File: src/rtl/mc_ctrl_if.sv
// mc_ctrl_if: control/status bundle between the multi-cycle sequencer and the datapath
interface mc_ctrl_if;
  logic [5:0] opcode;
  logic [5:0] funct;
  logic       zero;
  logic       im_ready;
  logic       dm_ready;
  logic       im_req;
  logic       dm_req;
  logic       ir_we;
  logic       pc_we;
  logic [1:0] pc_sel;
  logic       grf_we;
  logic       dm_we;
  logic [2:0] alu_op;
  logic [1:0] ext_op;
  logic       alu_b_sel;
  logic [1:0] grf_a3_sel;
  logic [1:0] grf_wd_sel;
  logic       retire;
  logic       illegal;
  modport master (
    input  opcode, funct, zero, im_ready, dm_ready,
    output im_req, dm_req, ir_we, pc_we, pc_sel, grf_we, dm_we, alu_op, ext_op,
           alu_b_sel, grf_a3_sel, grf_wd_sel, retire, illegal
  );
  modport slave (
    output opcode, funct, zero, im_ready, dm_ready,
    input  im_req, dm_req, ir_we, pc_we, pc_sel, grf_we, dm_we, alu_op, ext_op,
           alu_b_sel, grf_a3_sel, grf_wd_sel, retire, illegal
  );
endinterface

File: src/rtl/mc_ctrl.sv
// mc_ctrl: multi-cycle FETCH/DECODE/EXEC/MEM/WB control sequencer for the MIPS subset datapath
module mc_ctrl (
  input logic       clk,
  input logic       reset,
  mc_ctrl_if.master bus
);
  typedef enum logic [2:0] {FETCH, DECODE, EXEC, MEM, WB} state_t;
  typedef enum logic [3:0] {C_NOP, C_ADDU, C_SUBU, C_ORI, C_LUI, C_LW, C_SW, C_BEQ, C_JAL, C_JR, C_ILL} cls_t;
  state_t     state_q, state_d;
  logic [5:0] op_q, op_d, fn_q, fn_d;
  cls_t       cls;
  always_comb begin
    cls = C_ILL;
    case (op_q)
      6'h00: cls = fn_q == 6'h21 ? C_ADDU : fn_q == 6'h23 ? C_SUBU :
                   fn_q == 6'h08 ? C_JR   : fn_q == 6'h00 ? C_NOP  : C_ILL;
      6'h0d: cls = C_ORI;
      6'h0f: cls = C_LUI;
      6'h23: cls = C_LW;
      6'h2b: cls = C_SW;
      6'h04: cls = C_BEQ;
      6'h03: cls = C_JAL;
      default: cls = C_ILL;
    endcase
  end
  always_comb begin
    state_d        = state_q;
    op_d           = op_q;
    fn_d           = fn_q;
    bus.im_req     = 1'b0;
    bus.dm_req     = 1'b0;
    bus.ir_we      = 1'b0;
    bus.pc_we      = 1'b0;
    bus.pc_sel     = 2'd0;
    bus.grf_we     = 1'b0;
    bus.dm_we      = 1'b0;
    bus.alu_op     = 3'd0;
    bus.ext_op     = 2'd0;
    bus.alu_b_sel  = 1'b0;
    bus.grf_a3_sel = 2'd0;
    bus.grf_wd_sel = 2'd0;
    bus.retire     = 1'b0;
    bus.illegal    = 1'b0;
    // ALU-path selects are set in EXEC and held through MEM and WB
    if (state_q == EXEC || state_q == MEM || state_q == WB) begin
      bus.alu_op    = (cls == C_SUBU || cls == C_BEQ) ? 3'd1 : cls == C_ORI ? 3'd2 : 3'd0;
      bus.ext_op    = cls == C_LUI ? 2'd2 : (cls == C_LW || cls == C_SW || cls == C_BEQ) ? 2'd1 : 2'd0;
      bus.alu_b_sel = cls == C_ORI || cls == C_LW || cls == C_SW;
    end
    case (state_q)
      FETCH: begin
        bus.im_req = 1'b1;
        bus.ir_we  = bus.im_ready;
        bus.pc_we  = bus.im_ready;
        if (bus.im_ready) begin
          op_d    = bus.opcode;
          fn_d    = bus.funct;
          state_d = DECODE;
        end
      end
      DECODE: begin
        if (cls == C_NOP || cls == C_ILL) begin
          bus.retire  = 1'b1;
          bus.illegal = cls == C_ILL;
          state_d     = FETCH;
        end else state_d = EXEC;
      end
      EXEC: begin
        if (cls == C_BEQ) begin
          bus.pc_we  = bus.zero;
          bus.pc_sel = 2'd1;
          bus.retire = 1'b1;
          state_d    = FETCH;
        end else if (cls == C_JAL) begin
          bus.grf_we     = 1'b1;
          bus.grf_a3_sel = 2'd2;
          bus.grf_wd_sel = 2'd3;
          bus.pc_we      = 1'b1;
          bus.pc_sel     = 2'd2;
          bus.retire     = 1'b1;
          state_d        = FETCH;
        end else if (cls == C_JR) begin
          bus.pc_we  = 1'b1;
          bus.pc_sel = 2'd3;
          bus.retire = 1'b1;
          state_d    = FETCH;
        end else state_d = (cls == C_LW || cls == C_SW) ? MEM : WB;
      end
      MEM: begin
        bus.dm_req = 1'b1;
        bus.dm_we  = cls == C_SW;
        if (bus.dm_ready) begin
          bus.retire = cls == C_SW;
          state_d    = cls == C_SW ? FETCH : WB;
        end
      end
      WB: begin
        bus.grf_we     = 1'b1;
        bus.grf_a3_sel = (cls == C_ADDU || cls == C_SUBU) ? 2'd0 : 2'd1;
        bus.grf_wd_sel = cls == C_LUI ? 2'd2 : cls == C_LW ? 2'd1 : 2'd0;
        bus.retire     = 1'b1;
        state_d        = FETCH;
      end
      default: state_d = FETCH;
    endcase
  end
  always_ff @(posedge clk) begin
    if (reset) begin
      state_q <= FETCH;
      op_q    <= '0;
      fn_q    <= '0;
    end else begin
      state_q <= state_d;
      op_q    <= op_d;
      fn_q    <= fn_d;
    end
  end
endmodule

File: src/flat_wrapper.sv
// flat-port wrapper written by rule: the top's interface ports become plain ports
module mc_ctrl_flat 
  (clk, reset, bus_opcode, bus_funct, bus_zero, bus_im_ready, bus_dm_ready, bus_im_req, bus_dm_req, bus_ir_we, bus_pc_we, bus_pc_sel, bus_grf_we, bus_dm_we, bus_alu_op, bus_ext_op, bus_alu_b_sel, bus_grf_a3_sel, bus_grf_wd_sel, bus_retire, bus_illegal);
  mc_ctrl_if bus_i ();
  input logic clk;
  input logic reset;
  input wire logic [$bits(bus_i.opcode)-1:0] bus_opcode;
  input wire logic [$bits(bus_i.funct)-1:0] bus_funct;
  input wire logic [$bits(bus_i.zero)-1:0] bus_zero;
  input wire logic [$bits(bus_i.im_ready)-1:0] bus_im_ready;
  input wire logic [$bits(bus_i.dm_ready)-1:0] bus_dm_ready;
  output wire logic [$bits(bus_i.im_req)-1:0] bus_im_req;
  output wire logic [$bits(bus_i.dm_req)-1:0] bus_dm_req;
  output wire logic [$bits(bus_i.ir_we)-1:0] bus_ir_we;
  output wire logic [$bits(bus_i.pc_we)-1:0] bus_pc_we;
  output wire logic [$bits(bus_i.pc_sel)-1:0] bus_pc_sel;
  output wire logic [$bits(bus_i.grf_we)-1:0] bus_grf_we;
  output wire logic [$bits(bus_i.dm_we)-1:0] bus_dm_we;
  output wire logic [$bits(bus_i.alu_op)-1:0] bus_alu_op;
  output wire logic [$bits(bus_i.ext_op)-1:0] bus_ext_op;
  output wire logic [$bits(bus_i.alu_b_sel)-1:0] bus_alu_b_sel;
  output wire logic [$bits(bus_i.grf_a3_sel)-1:0] bus_grf_a3_sel;
  output wire logic [$bits(bus_i.grf_wd_sel)-1:0] bus_grf_wd_sel;
  output wire logic [$bits(bus_i.retire)-1:0] bus_retire;
  output wire logic [$bits(bus_i.illegal)-1:0] bus_illegal;
  assign bus_i.opcode = bus_opcode;
  assign bus_i.funct = bus_funct;
  assign bus_i.zero = bus_zero;
  assign bus_i.im_ready = bus_im_ready;
  assign bus_i.dm_ready = bus_dm_ready;
  assign bus_im_req = bus_i.im_req;
  assign bus_dm_req = bus_i.dm_req;
  assign bus_ir_we = bus_i.ir_we;
  assign bus_pc_we = bus_i.pc_we;
  assign bus_pc_sel = bus_i.pc_sel;
  assign bus_grf_we = bus_i.grf_we;
  assign bus_dm_we = bus_i.dm_we;
  assign bus_alu_op = bus_i.alu_op;
  assign bus_ext_op = bus_i.ext_op;
  assign bus_alu_b_sel = bus_i.alu_b_sel;
  assign bus_grf_a3_sel = bus_i.grf_a3_sel;
  assign bus_grf_wd_sel = bus_i.grf_wd_sel;
  assign bus_retire = bus_i.retire;
  assign bus_illegal = bus_i.illegal;
  mc_ctrl u_core (.clk(clk), .reset(reset), .bus(bus_i));
endmodule
File: config.mk
export PLATFORM = sky130hd
export DESIGN_NAME = mc_ctrl_flat
export DESIGN_NICKNAME = d
export VERILOG_FILES = /design/src/rtl/mc_ctrl_if.sv /design/src/rtl/mc_ctrl.sv /design/src/flat_wrapper.sv
export SDC_FILE = /design/constraint.sdc
export NUM_CORES = 1
export LEC_CHECK = 0
export CAP_MARGIN = 10
export CORE_MARGIN = 3
export CORE_UTILIZATION = 40
export CTS_BUF_LIST = sky130_fd_sc_hd__clkbuf_4 sky130_fd_sc_hd__clkbuf_8
export DETAILED_ROUTE_END_ITERATION = 6
export HOLD_SLACK_MARGIN = 0.02
export PLACE_DENSITY_LB_ADDON = 0.2
export SLEW_MARGIN = 20
export SYNTH_ARGS = -nofsm -noshare
export SYNTH_HDL_FRONTEND = slang
export SYNTH_SLANG_ARGS = --single-unit
File: constraint.sdc
create_clock -name clk -period 2.4 [get_ports clk]
set_input_delay 0.48 -clock clk [delete_from_list [all_inputs] [get_ports clk]]
set_output_delay 0.48 -clock clk [all_outputs]
set_load 0.005 [all_outputs]
Word level (Yosys, flattened, before mapping)
Cells that the tools add are included.
- bits of input ports: 17
- flip-flop bits (word level): 15
- output and inout port bits: 20
- logic and storage cells: 94
- reductions and logical operators: 15
- eq/ne operators: 25
- muxes and demuxes: 51
- operators with widths (operator ; number):
    $pmux 4 s7 ; 1
    $mux 3 ; 9
    $mux 2 ; 13
    $eq 6x6->1 const B ; 4
    $eq 6x4->1 const B ; 3
    $mux 1 ; 18
    $eq 4x3->1 const B ; 4
    $mux 4 ; 4
    $eq 4x4->1 const B ; 3
    $logic_not 6->1 ; 2
    $pmux 3 s4 ; 1
    $logic_or 1x1->1 ; 9
    $eq 4x2->1 const B ; 2
    $pmux 2 s2 ; 2
    $eq 3x2->1 const B ; 2
    $eq 6x2->1 const B ; 1
    $eq 6x3->1 const B ; 1
    $eq 4x1->1 const B ; 1
    $logic_not 4->1 ; 1
    $ne 2x2->1 const B ; 2
    $pmux 1 s2 ; 2
    $pmux 1 s4 ; 1
    $reduce_and 2->1 ; 2
    $eq 3x1->1 const B ; 1
    2 further kinds ; 2

Depth between registers and ports, before layout
Gate-level depths: netlist of the first run.
- depth after elaboration: 13
- depth in mapped cells: 7
- gate-level depth less buffers: 6

Worst setup path before layout of the first run
No wires, ideal clock.
- path kind: register to output
- from: reg u_core.op_q[1]
- to: out bus_grf_wd_sel[1]
- path buffers: 1
- arrival: 1699 ps
- required time: 1920 ps
- path slack: 221 ps
- cell stages (with the launch flop): 7
- path through: dfxtp_1 buf_4 nor4_4 nand2b_1 a221o_2 nor4_4 o21bai_1
- longest elaborated chain between the ends: 6
- elaborated cells on any way between the ends: 15
- those cells by class: eq/ne (9); mux (5); reduce/logical (1)
- RTL lines (item ; line ; source):
    start: declaration ; mc_ctrl.sv:10 ; logic [5:0] op_q, op_d, fn_q, fn_d;
    start signal: assignment ; mc_ctrl.sv:114 ; op_q <= op_d;
    $eq 6x2->1, or another cell as far along ; mc_ctrl.sv:14 ; case (op_q)
    $pmux 4 s7 (*) ; mc_ctrl.sv:14 ;
    $eq 4x4->1 ; mc_ctrl.sv:74 ; end else if (cls == C_JAL) begin
    $mux 2 ; mc_ctrl.sv:74 ;
    $mux 2 ; mc_ctrl.sv:69 ; if (cls == C_BEQ) begin
    $pmux 2 s2 (*) ; mc_ctrl.sv:50 ; case (state_q)
    end: declaration ; flat_wrapper.sv:23 ; output wire logic [$bits(bus_i.grf_wd_sel)-1:0] bus_grf_wd_sel;
Mark *: on every way between the ends. The rest lies on a longest branch, timed or not.

Final worst setup path of the first run
- from: reg u_core.fn_q[2]
- to: out bus_retire
- longest elaborated chain between the ends: 11
- elaborated cells on any way between the ends: 22
- those cells by class: eq/ne (8); mux (11); reduce/logical (3)
- RTL lines (item ; line ; source):
    start: declaration ; mc_ctrl.sv:10 ;
    start signal: assignment ; mc_ctrl.sv:115 ; fn_q <= fn_d;
    $logic_not 6->1 ; mc_ctrl.sv:16 ; fn_q == 6'h08 ? C_JR : fn_q == 6'h00 ? C_NOP : C_ILL;
    $mux 4 (2 in series) ; mc_ctrl.sv:16 ;
    $mux 4 ; mc_ctrl.sv:15 ; 6'h00: cls = fn_q == 6'h21 ? C_ADDU : fn_q == 6'h23 ? C_SUBU :
    $mux 4 (*) ; mc_ctrl.sv:15 ;
    $pmux 4 s7 (*) ; mc_ctrl.sv:14 ;
    $eq 4x4->1 ; mc_ctrl.sv:82 ; end else if (cls == C_JR) begin
    $mux 1 ; mc_ctrl.sv:82 ;
    $mux 1 ; mc_ctrl.sv:74 ;
    $mux 1 ; mc_ctrl.sv:69 ;
    $pmux 1 s4 (*) ; mc_ctrl.sv:50 ;
    end: declaration ; flat_wrapper.sv:24 ; output wire logic [$bits(bus_i.retire)-1:0] bus_retire;
Marked as above.

==> metrics, run 1 <==
Worst Path Max Fanout 3; commonest non-fill, non-tap cell in the layout buf_4; pin count of the biggest net entering global routing 17; first-pass GRT wire length 6548 um; total number of vias 1563; Power Density 478.3 nW/um^2; clk_lat worst skew 0.28 ns; Hold Slack 0.5038 ns; DRT iter0 DRCs 91; CTS tree done; dpl cell area 1692 um^2; most frequent cells in the layout 40 x buf_4, 31 x nand2_1, 21 x clkdlybuf4s50_1; num ports 37; kind of critical path flip-flop to output pin; n_diodes 0; Main synth FF type dfxtp_1; EDFF count, synth 0; WL final 4286 um; hold path startpoint u_core.fn_q[0]; Root Buffer clkbuf_4; total power 974.8 uW; initial antenna violation count 0; maximum vdd drop 367.4 uV; number of port buffers 35; Final ANT Viol Nets 0; # nets final 262; vias per std cell 5.684; HPWL Detailed 2584 um; status finished, violations left; number of warnings issued by yosys 0; share of cells above drive strength 1 43.85%; routed length per placed instance 15.59 um; RSZ-0062 raised after global routing true; critical path data arrival time 2.28 ns; FP Rows 19; worst path cell trace nor3_2, o21ai_1, a221o_2, buf_6, or2_4, o22ai_4, a211o_1, buf_2; synthesized flop and latch total 15; Tmin final 2.763 ns; drt drc 0; Cell Count Post-Placement 245; Die Span Y 60.86 um; MaxCap Viol Count 0; Pins Over Slew Limit 0; post-synthesis async set-or-reset flop share 0%; Non-Filler Instances 275; Req. time, crit path 1.92 ns; Fmax achieved 361.9 MHz; Hold Violations, Final 0; GRT Overall Usage 22.93%; filler cell count 207; Syn Area/Cell 7.122 um^2; area delta synth->final 69.33%; period utilization 115.1%; failing checks setup timing; total CTS buffers 3; setup ws final -0.3631 ns; synthesized area 1204 um^2; clock-pin slew on the worst setup and hold paths 0.09 ns; startpoint types flip-flop; total gr overflow 0; Max clock buf depth 2; vias in the first global route 1453; DR pass1 iterations 4; CP max stage cell a221o_2; Worst path max stage delay 0.48 ns; Crit. Startpoint u_core.fn_q[2]; endpoints failing setup 12; initial core utilization 42.91%; Crit. End Element output pin; placer congestion estimate 0.8731; CTS Hold Bufs 0; die area 3703 um^2; leakage 0.8660 nW; Hold WC Path Type flip-flop to flip-flop; total clock sinks 15; Post-Syn Nets 186; die width 60.86 um; H-tree levels 1; Setup Skew 0.003785 ns; worst reg2reg startpoint u_core.fn_q[2]; setup tns final -2.891 ns; Design Area, Final 2038 um^2; core area 2805 um^2; Mapped Cells 169; Distinct cells, synth 51; sequential area share after synthesis 24.95%
-- metal layers --
metal	up-vias	part of all wire, %	wire, um	GRT usage (%)
li1	747	-	-	-
met1	736	41	1737	28.85
met2	69	51	2189	40.00
met3	11	6.5	279	2.766
met4	0	1.9	80	8.359
met5	-	0	0	0
-- cell families (layout without fill, tap and decap cells) --
logic type | count (synthesis) | count (layout) | synth area share [%]
xor gates and xnor gates | 2 | 2 | 1.456
AOI/OAI and AO/OA | 43 | 43 | 23.08
other | 1 | 1 | 0.3116
buffers and inverters | 16 | 91 | 7.068
DFF | 15 | 15 | 24.95
and+or+nand+nor | 92 | 92 | 43.14
-- report_power, final --
group / internal (mW) / switching [mW] / leakage [nW]
logic: 0.298 / 0.232 / 0.720
clock network: 0.0619 / 0.0804 / 0.0177
registers: 0.268 / 0.0342 / 0.128
-- final timing paths --
| check | endpoint | slack [ns] | cells after the start |
|---|---|---|---|
| worst min register to register | u_core.fn_q[0] | 0.50 | 2 |
| worst min-delay path | u_core.fn_q[0] | 0.50 | 2 |
| worst max register to register | u_core.state_q[2] | 0.24 | 9 |
| worst max-delay path | bus_retire | -0.36 | 8 |
-- stage by stage --
stage                     setup slack (ns)  util (%)
after floorplan                     0.2208         -
after global placement             -0.3414     60.30
after detailed placement           -0.3926     60.30
after CTS                          -0.3236     69.54
after global routing               -0.4534     72.66
final                              -0.3631     72.66
-- worst max-delay path, delay by kind of cell, from the launching register on --
family	cells	cell delay [ns]
AO/OA/AOI/OAI	4	0.88
buffers and inverters	2	0.26
flip-flops	1	0.36
AND/OR/NAND/NOR	2	0.50
-- timing repair --
item                                    4_1_cts  5_1_grt
pin swaps                                    18       15
endpoints found under the setup margin       15       17
setup buffers                                20        8
resized for setup                            88       21
-- Yosys cell counts (2+ instances only) --
master	n	area share [%]
nor3_1	11	4.6
nor4_1	3	1.6
buf_4	2	1.2
xnor2_1	2	1.5
a21oi_1	20	8.3
buf_6	2	1.9
nor4_4	2	3.5
nor2_1	11	3.4
nand2b_1	8	4.2
nand2_1	32	10
buf_2	2	0.83
nor2b_1	2	1.0
nor3b_1	2	1.2
and2b_1	2	1.2
dfxtp_1	15	25
inv_1	3	0.94
and3b_1	4	2.9
clkbuf_1	6	1.9
and2_1	4	2.1
o21ai_0	5	2.1
-- sequential cells by signal, summed over array words and instances (netlist names) --
signal / flops
u_core.fn_q: 6
u_core.op_q: 6
u_core.state_q: 3
-- cell type report --
cell class | instances | area, um^2 | area share, %
inverters | 3 | 11.26 | 0.5525
multi-input cells | 138 | 948.4 | 46.53
clock buffers | 3 | 22.52 | 1.105
flip-flops and latches | 15 | 324.1 | 15.90
clock inverters | 1 | 5.005 | 0.2455
repair buffers | 84 | 688.2 | 33.76
well taps | 31 | 38.79 | 1.903
Power figures use the tool's default switching activity.
==> run 2: changes to the inputs <==
--- a/config.mk
+++ b/config.mk
@@ -7,7 +7,7 @@
 export LEC_CHECK = 0
 export CAP_MARGIN = 10
 export CORE_MARGIN = 3
-export CORE_UTILIZATION = 40
+export CORE_UTILIZATION = 35
 export CTS_BUF_LIST = sky130_fd_sc_hd__clkbuf_4 sky130_fd_sc_hd__clkbuf_8
 export DETAILED_ROUTE_END_ITERATION = 6
 export HOLD_SLACK_MARGIN = 0.02
==> run 2 against run 1 <==
The flow still finishes with violations (setup timing). Global-route usage decreased by 3.8 points. Setup slack improved by 0.037 ns. Worst hold slack got worse by 0.018 ns. Non-clock buffer count is 2 higher. Design area up 1.2%. First-iteration DRC count increased by 14%. Clock-buffer cell count grew 1. Register-to-register slack better by 0.04 ns. Maximum frequency up 1.4%. Cell count rose by 5.5%. Clock power grew 8%.
==> metrics, run 2 (synthesis gave the netlist of run 1 again) <==
status finished, violations left (unchanged); failing checks setup timing (unchanged); routed length on met1 1710 um (was 1737 um); HPWL Detailed 2763 um (was 2584 um); footprint of the multi-input gates 945.9 um^2 (was 948.4 um^2); most frequent cells in the layout 44 x buf_4, 31 x nand2_1, 19 x clkdlybuf4s50_1 (was 40 x buf_4, 31 x nand2_1, 21 x clkdlybuf4s50_1); routed length per placed instance 13.42 um (was 15.59 um); die area 4179 um^2 (was 3703 um^2); commonest non-fill, non-tap cell in the layout buf_4 (unchanged); Crit. End Element output pin (unchanged); Pins Over Slew Limit 0 (unchanged); WL final 3892 um (was 4286 um); core area 3178 um^2 (was 2805 um^2); reg2reg setup slack 0.28 ns (was 0.24 ns); DRT iter0 DRCs 104 (was 91); critical path data arrival time 2.25 ns (was 2.28 ns); clock-pin slew on the worst setup and hold paths 0.09 ns (about the same); initial core utilization 37.87% (was 42.91%); FP Rows 20 (was 19); # nets final 264 (was 262); CP Depth 8 (unchanged); GRT Overall Usage 19.11% (was 22.93%); n_diodes 0 (unchanged); Hold Slack 0.4857 ns (was 0.5038 ns); vias per std cell 5.069 (was 5.684); total power 980.9 uW (was 974.8 uW); Buf+Inv Stages, Crit Path 2 (unchanged); area delta synth->final 71.31% (was 69.33%); RR Endpoint u_core.state_q[1] (was u_core.state_q[2]); CP max stage cell or3_4 (was a221o_2); endpoints failing setup 11 (was 12); worst reg2reg startpoint u_core.fn_q[5] (was u_core.fn_q[2]); Final ANT Viol Nets 0 (unchanged); DR pass1 iterations 4 (unchanged); met3 WL 177 um (was 279 um); Tmin final 2.726 ns (was 2.763 ns); Crit. Startpoint u_core.fn_q[5] (was u_core.fn_q[2]); initial antenna violation count 0 (unchanged); Fmax achieved 366.9 MHz (was 361.9 MHz); setup ws final -0.3257 ns (was -0.3631 ns); number of port buffers 35 (unchanged); placer congestion estimate 0.8950 (was 0.8731); pre-CTS setup slack -0.4005 ns (was -0.3926 ns); clk_lat worst skew 0.28 ns (about the same); top routing layer in use met4 (unchanged); CTS Hold Bufs 0 (unchanged); R2R cell count 9 (unchanged); kind of critical path flip-flop to output pin (unchanged); num ports 37 (unchanged); total number of vias 1470 (was 1563); filler cell count 278 (was 207); MaxCap Viol Count 0 (unchanged); RSZ-0062 raised after global routing true (unchanged); Worst path max stage delay 0.42 ns (was 0.48 ns); Hold Violations, Final 0 (unchanged); met2 wire len 1972 um (was 2189 um); Register Area 320.3 um^2 (was 324.1 um^2); Root Buffer clkbuf_4 (unchanged); Top Registers u_core.fn_q: 6 flops, u_core.op_q: 6 flops, u_core.state_q: 3 flops (unchanged); vias in the first global route 1421 (was 1453); die width 64.65 um (was 60.86 um); period utilization 113.6% (was 115.1%); Worst Path Max Fanout 6 (was 3); drt drc 0 (unchanged); Hold WC Path Type flip-flop to flip-flop (unchanged); H-tree levels 1 (unchanged); Die Span Y 64.65 um (was 60.86 um); total clock sinks 15 (unchanged); first-pass GRT wire length 6465 um (was 6548 um); delay-heaviest family, CP simple AND/OR/NAND/NOR gates (was compound AO/OA/AOI/OAI gates); worst path cell trace and3b_2, o2111a_1, or3_4, buf_6, or2_4, o22ai_4, a211o_1, buf_2 (was nor3_2, o21ai_1, a221o_2, buf_6, or2_4, o22ai_4, a211o_1, buf_2); share of cells above drive strength 1 43.90% (was 43.85%); Max clock buf depth 2 (unchanged); startpoint types flip-flop (unchanged); total CTS buffers 3 (unchanged); maximum vdd drop 349.5 uV (was 367.4 uV); Req. time, crit path 1.92 ns (about the same); crit path to bus_retire (unchanged); Power Density 475.7 nW/um^2 (was 478.3 nW/um^2); total gr overflow 0 (unchanged); pin count of the biggest net entering global routing 17 (unchanged); Setup Skew 0.005995 ns (was 0.003785 ns); CTS tree done (unchanged); leakage 0.8888 nW (was 0.8660 nW)
-- run 2: cell count changes in the layout (fill, tap and decap cells not counted), moves of 2 or more --
| cell | previous run | this run |
|---|---|---|
| buf_4 | 40 | 44 |
| a21oi_1 | 17 | 15 |
| a21oi_2 | 3 | 5 |
| clkdlybuf4s50_1 | 21 | 19 |
| dlygate4sd2_1 | 0 | 2 |
| nor3_4 | 3 | 1 |
-- run 2: how the worst min path moves through the flow --
stage | cells past startpoint | start | slack [ns] | to
2_1_floorplan | 2 | u_core.fn_q[1] | 0.45 | u_core.fn_q[1]
3_3_place_gp | 2 | u_core.fn_q[4] | 0.46 | u_core.fn_q[4]
3_5_place_dp | 2 | u_core.fn_q[4] | 0.47 | u_core.fn_q[4]
4_1_cts | 2 | u_core.fn_q[4] | 0.49 | u_core.fn_q[4]
5_1_grt | 2 | u_core.fn_q[4] | 0.51 | u_core.fn_q[4]
6_report | 2 | u_core.fn_q[4] | 0.49 | u_core.fn_q[4]
-- run 2: worst min-delay path: cells and delay by family (launching register included) --
family / cells / cell delay [ns]
AO/OA/AOI/OAI: 1 / 0.05
flip-flops: 1 / 0.34
AND/OR/NAND/NOR: 1 / 0.06
-- run 2: final cells by class --
| class | instances | share of cell area, % |
|---|---|---|
| clock buffers | 4 | 1.456 |
| inverters | 3 | 0.5461 |
| multi-input cells | 138 | 45.87 |
| flip-flops and latches | 15 | 15.53 |
| well taps | 44 | 2.670 |
| repair buffers | 86 | 33.92 |
-- run 2: what timing repair did --
action / 4_1_cts / 5_1_grt
setup endpoints to repair: 16 / 15
buffers inserted: 16 / 5
pin swaps: 17 / 9
gates resized for setup: 88 / 19
-- run 2: stage by stage --
step / std cells / utilization [%] / TNS, ns / instance area [um^2]
after floorplan: 169 / - / 0 / 1204
after global placement: 267 / 55.87 / -3.632 / 1775
after detailed placement: 267 / 55.87 / -4.159 / 1775
after CTS: 286 / 62.68 / -2.091 / 1992
after global routing: 290 / 64.88 / -3.502 / 2062
final: 290 / 64.88 / -2.630 / 2062
-- run 2: routing by layer --
metal  vias to the layer above  track usage, %
li1                        748               -
met1                       688           24.24
met2                        30           33.89
met3                         4           2.773
met4                         0           4.485
met5                         -               0
-- run 2: power breakdown --
part           leakage (nW)  switching, mW  internal [mW]  total (mW)
Sequential            0.127         0.0338          0.268       0.302
Clock                0.0184         0.0783         0.0757       0.154
Combinational         0.743          0.223          0.303       0.525
Total                 0.889          0.335          0.646       0.981
